===== src/rtl/timer_sequencer.sv =====
// Control sequencer for the AGC timer block: restart pulses, standby,
// monitor-stop and single-step, with bounded waits on every timer response.
module timer_sequencer #(
    parameter int PULSE_CYCLES = 8,
    parameter int TIMEOUT      = 4096
) (
    input  logic       clock,
    input  logic       rst_n,
    input  logic       req_restart,
    input  logic       req_sby,
    input  logic       req_wake,
    input  logic       req_halt,
    input  logic       req_run,
    input  logic       req_step,
    input  logic       stop,
    input  logic       gojam,
    output logic       strt1,
    output logic       strt2,
    output logic       goj1,
    output logic       sby,
    output logic       mstp,
    output logic       mstrtp,
    output logic [3:0] mode,
    output logic       step_done,
    output logic       timeout
);

    localparam int CW = $clog2(TIMEOUT + 1);

    typedef enum logic [3:0] {
        PON      = 4'd0,
        PULSE    = 4'd1,
        GJWAIT   = 4'd2,
        RUN      = 4'd3,
        HALTENT  = 4'd4,
        HALTED   = 4'd5,
        STEP     = 4'd6,
        STEPWAIT = 4'd7,
        SBYENT   = 4'd8,
        STANDBY  = 4'd9
    } state_t;

    state_t        state;
    logic [CW-1:0] cnt;
    logic          pend_restart;
    logic          pend_sby;
    logic          pend_halt;
    logic          seen;

    logic pulse_last;
    logic wait_last;
    logic cnt_sat;

    assign pulse_last = (cnt == CW'(PULSE_CYCLES - 1));
    assign wait_last  = (cnt == CW'(TIMEOUT - 1));
    assign cnt_sat    = (cnt == CW'(TIMEOUT));
    assign mode       = state;

    always_ff @(posedge clock or negedge rst_n) begin
        if (!rst_n) begin
            state        <= PON;
            cnt          <= '0;
            pend_restart <= 1'b0;
            pend_sby     <= 1'b0;
            pend_halt    <= 1'b0;
            seen         <= 1'b0;
            strt1        <= 1'b1;
            strt2        <= 1'b0;
            goj1         <= 1'b0;
            sby          <= 1'b0;
            mstp         <= 1'b0;
            mstrtp       <= 1'b0;
            step_done    <= 1'b0;
            timeout      <= 1'b0;
        end else begin
            step_done <= 1'b0;
            mstrtp    <= 1'b0;
            if (!cnt_sat)
                cnt <= cnt + 1'b1;
            // Servicing below clears a bit after these sets, absorbing duplicates
            if (req_restart)
                pend_restart <= 1'b1;
            if (req_sby)
                pend_sby <= 1'b1;
            if (req_halt)
                pend_halt <= 1'b1;

            case (state)
                PON: begin
                    if (pulse_last) begin
                        strt1 <= 1'b0;
                        seen  <= 1'b0;
                        cnt   <= '0;
                        state <= GJWAIT;
                    end
                end
                PULSE: begin
                    if (pulse_last) begin
                        strt2 <= 1'b0;
                        goj1  <= 1'b0;
                        seen  <= 1'b0;
                        cnt   <= '0;
                        state <= GJWAIT;
                    end
                end
                GJWAIT: begin
                    if (gojam)
                        seen <= 1'b1;
                    if (!gojam && seen) begin
                        cnt   <= '0;
                        state <= RUN;
                    end else if (wait_last) begin
                        timeout <= 1'b1;
                        cnt     <= '0;
                        state   <= RUN;
                    end
                end
                RUN: begin
                    if (pend_restart) begin
                        pend_restart <= 1'b0;
                        goj1         <= 1'b1;
                        cnt          <= '0;
                        state        <= PULSE;
                    end else if (pend_sby) begin
                        pend_sby <= 1'b0;
                        sby      <= 1'b1;
                        cnt      <= '0;
                        state    <= SBYENT;
                    end else if (pend_halt) begin
                        pend_halt <= 1'b0;
                        mstp      <= 1'b1;
                        cnt       <= '0;
                        state     <= HALTENT;
                    end
                end
                HALTENT: begin
                    if (stop || wait_last) begin
                        if (!stop)
                            timeout <= 1'b1;
                        cnt   <= '0;
                        state <= HALTED;
                    end
                end
                HALTED: begin
                    if (pend_restart) begin
                        pend_restart <= 1'b0;
                        mstp         <= 1'b0;
                        goj1         <= 1'b1;
                        cnt          <= '0;
                        state        <= PULSE;
                    end else if (req_step) begin
                        mstrtp <= 1'b1;
                        cnt    <= '0;
                        state  <= STEP;
                    end else if (req_run) begin
                        mstp  <= 1'b0;
                        cnt   <= '0;
                        state <= RUN;
                    end
                end
                STEP: begin
                    seen  <= 1'b0;
                    cnt   <= '0;
                    state <= STEPWAIT;
                end
                STEPWAIT: begin
                    // seen marks the stop=0 phase of the step handshake
                    if (!stop)
                        seen <= 1'b1;
                    if (stop && seen) begin
                        step_done <= 1'b1;
                        cnt       <= '0;
                        state     <= HALTED;
                    end else if (wait_last) begin
                        timeout <= 1'b1;
                        cnt     <= '0;
                        state   <= HALTED;
                    end
                end
                SBYENT: begin
                    if (stop || wait_last) begin
                        if (!stop)
                            timeout <= 1'b1;
                        cnt   <= '0;
                        state <= STANDBY;
                    end
                end
                STANDBY: begin
                    if (req_wake || pend_restart) begin
                        pend_restart <= 1'b0;
                        sby          <= 1'b0;
                        strt2        <= 1'b1;
                        cnt          <= '0;
                        state        <= PULSE;
                    end
                end
                default: begin
                    strt1  <= 1'b0;
                    strt2  <= 1'b0;
                    goj1   <= 1'b0;
                    sby    <= 1'b0;
                    mstp   <= 1'b0;
                    cnt    <= '0;
                    state  <= RUN;
                end
            endcase
        end
    end

endmodule


===== config.mk =====
export PLATFORM = sky130hd
export DESIGN_NAME = timer_sequencer
export DESIGN_NICKNAME = d
export VERILOG_FILES = /design/src/rtl/timer_sequencer.sv
export SDC_FILE = /design/constraint.sdc
export NUM_CORES = 1
export LEC_CHECK = 0
export BUFFER_PORTS_ARGS = -buffer_cell sky130_fd_sc_hd__buf_2
export CELL_PAD_IN_SITES_DETAIL_PLACEMENT = 0
export CELL_PAD_IN_SITES_GLOBAL_PLACEMENT = 1
export CORE_MARGIN = 5
export CORE_UTILIZATION = 38
export DETAILED_ROUTE_END_ITERATION = 16
export GPL_ROUTABILITY_DRIVEN = 0
export PLACE_DENSITY_LB_ADDON = 0.25
export SKIP_CTS_REPAIR_TIMING = 1
export SLEW_MARGIN = 5
export SYNTH_ARGS = -nofsm -noshare
export SYNTH_HDL_FRONTEND = slang
export SYNTH_SLANG_ARGS = --single-unit
export TNS_END_PERCENT = 20

===== constraint.sdc =====
create_clock -name clock -period 3.8 [get_ports clock]
set_input_delay 0 -clock clock [delete_from_list [all_inputs] [get_ports clock]]
set_output_delay 0 -clock clock [all_outputs]
set_load 0.02 [all_outputs]

==> impl_metrics.yaml <==
logic_synthesis:
  synth-main-ff-cell: "dfrtp_1"
  synth_nets: 206
  synth_cell_types: 49
  synth-edff-count: 0
  synthCells: 194
  synth_top_area_share: 0.4088
  synth_area_mm2: 0.001714
  synth_top_cell_by_area: "dfrtp_1"
  synth_top_cells_by_area: "dfrtp_1, nor2_1, o21ai_0"
  async_flop_share: 1.000
  synth_common_cells: "dfrtp_1, nor2_1, nand2_1"
  synth-seq-area-share: 0.4241
  ys_ff_latch: 29
  syn_avg_cell_area_um2: 8.836
  yosys_warnings: 0
clocking:
  cts.sinks: 29
  cts_root_buf: "clkbuf_8"
  htreeDepth: 2
  cts_buffers: 5
  clock_latency_ps: 280
  clockBufferDepth: 2
  cts_tree: "built"
  clkSlewWorstSetupHoldPaths_ps: 70
floorplanning:
  chipWidth_um: 77.17
  core_mm2: 0.004354
  start_util: 0.3937
  die_area_mm2: 0.005954
  pin_count: 22
  row_count: 24
  die_y_um: 77.17
outcome:
  violations: "negative hold slack"
  status: "finished, violations left"
route:
  drt_first_iter_violations: 146
  post_drt_wl_per_cell_um: 15.92
  via_count: 1535
  drc: 0
  totalWireLength_mm: 4.299
  via_per_inst: 5.685
  drtAntennaViolNets: 0
  firstDrtPassIters: 4
critical_path:
  cp_slowest_cell: "dfrtp_1"
  crit_type: "flop to flop"
  crit_chain: "nand2b_1, or3_1, nor3_1, or3_1, nor3_4, mux2_1"
  worst_path_largest_cell_delay_ps: 730
  crit_top_cell: "or3_1"
  worstPathArrival_ps: 2820
  crit_path_start_kind: "flop"
  cp_max_fo: 22
  cp.required_ps: 3970
  end_kind: "flop"
power_and_ir_drop:
  p_leak_nw: 0.8532
  power_per_cell_area_mw_per_mm2: 689.4
  finalPower_mw: 1.358
  irDropWorstVdd_mv: 0.3519
final_layout:
  utilization: 0.4523
  largest_register_ffs: 13
  fin_area_mm2: 0.001969
  nets: 229
  drive_gt1_frac: 0.1835
  final_cells: 270
  nFillCells: 423
  syn2layout_area_growth_pct: 14.89
  regMostFlops: "cnt"
  diodes: 0
grt:
  grt_max_degree: 30
  grt_util_all_layers: 0.1559
  grt_pass1_vias: 1504
  grt.overflow.total: 0
  grt_pass1_wl_mm: 7.583
  antenna_found_initial: 0
timing:
  setup_viol: 0
  min_period_over_period: 0.6960
  slew_violations: 0
  final-hold-violation-count: 1
  fin_skew_ps: 4.938
  max_slew_margin: 0.5641
  layout_setup_ws_ps: 1155
  fin_setup_tns_ps: 0
  rsz0062_at_grt: "false"
  whs_ps: -14.61
  tightest_slew_ps: 648.4
  finalCriticalPeriod_ps: 2645
  max_freq_ghz: 0.3781
run:
  cap_violations: 0
placed_design:
  placed_cells: 259
  portBuffers: 21
  pre_cts_ws_ps: 1152
  placed_cell_area_mm2: 0.001853
  hpwl_mm: 3.047
hold_path:
  min_path_type: "input port to flop"
cells by family (layout without fill, tap and decap cells):
kind of cell               count (synthesis)  after routing  synth area share
AOI/OAI and AO/OA                         43             43            0.1584
xor gates and xnor gates                  12             12           0.06131
adders and majority gates                  2              2           0.01460
buffers and inverters                     16             40           0.03796
DFF                                       29             29            0.4241
muxes                                      4              4           0.02482
and+or+nand+nor                           88             88            0.2788
routing by layer:
layer / wire length (um) / GRT usage / part of all wire
met5: 0 / 0 / 0
met4: 48 / 0.04639 / 0.011
met3: 275 / 0.05152 / 0.064
met2: 1766 / 0.2062 / 0.41
met1: 2208 / 0.2362 / 0.51
worst paths after layout:
kind	from	to	slack, ps	cells after the start
min in group asynchronous	rst_n	seen$_DFFE_PN0P_	270	2
worst min register to register	strt1$_DFFE_PN1P_	strt1$_DFFE_PN1P_	460	2
max in group asynchronous	rst_n	pend_halt$_DFF_PN0_	3090	2
worst min-delay path	req_halt	pend_halt$_DFF_PN0_	-10	3
worst max-delay path	mode[1]$_DFFE_PN0P_	mode[2]$_DFFE_PN0P_	1160	6
worst max register to register	mode[1]$_DFFE_PN0P_	mode[2]$_DFFE_PN0P_	1160	6
layout by cell type (no fill, tap or decap), types with 2 or more instances in the layout:
| cell | Yosys | final |
|---|---|---|
| nor2_1 | 28 | 28 |
| dfrtp_1 | 28 | 28 |
| buf_2 | 1 | 21 |
| nand2_1 | 17 | 17 |
| o21ai_0 | 14 | 14 |
| a21oi_1 | 10 | 10 |
| xor2_1 | 8 | 8 |
| inv_1 | 7 | 7 |
| nor3_1 | 6 | 6 |
| nand3_1 | 6 | 6 |
| nand2b_1 | 5 | 5 |
| clkbuf_8 | 0 | 5 |
| xnor2_1 | 4 | 4 |
| a31oi_1 | 4 | 4 |
| nand3b_1 | 3 | 3 |
| nand4_1 | 3 | 3 |
| and3_1 | 3 | 3 |
| dlygate4sd3_1 | 0 | 3 |
| nor3b_1 | 2 | 2 |
| and2_1 | 2 | 2 |
| nor4_2 | 2 | 2 |
| or3_1 | 2 | 2 |
| mux2i_1 | 2 | 2 |
| o32ai_1 | 2 | 2 |
| o21a_1 | 2 | 2 |
| o31ai_1 | 2 | 2 |
| ha_1 | 2 | 2 |
| clkinv_2 | 0 | 2 |
power by group:
group          internal, mW  leakage (nW)  switching, mW  total [mW]
Sequential            0.374         0.375          0.132       0.505
Clock                 0.126        0.0439          0.128       0.255
Combinational         0.241         0.435          0.357       0.598
critical path: cells and delay by family (launching register included):
family	cells	cell delay [ps]
AND/OR/NAND/NOR	5	1420
flip-flops	1	730
multiplexers	1	380
final cells by class:
type                            count  area, um^2  area share
Clock buffer                        5       68.82     0.03494
Sequential cell                    29       726.9      0.3691
Inverter                            7       26.28     0.01334
Multi-Input combinational cell    149       922.1      0.4682
Timing Repair Buffer               25       142.6     0.07243
Tap cell                           52       65.06     0.03304
Clock inverter                      3       17.52    0.008895
No activity file was read; power rests on OpenSTA's default activity.
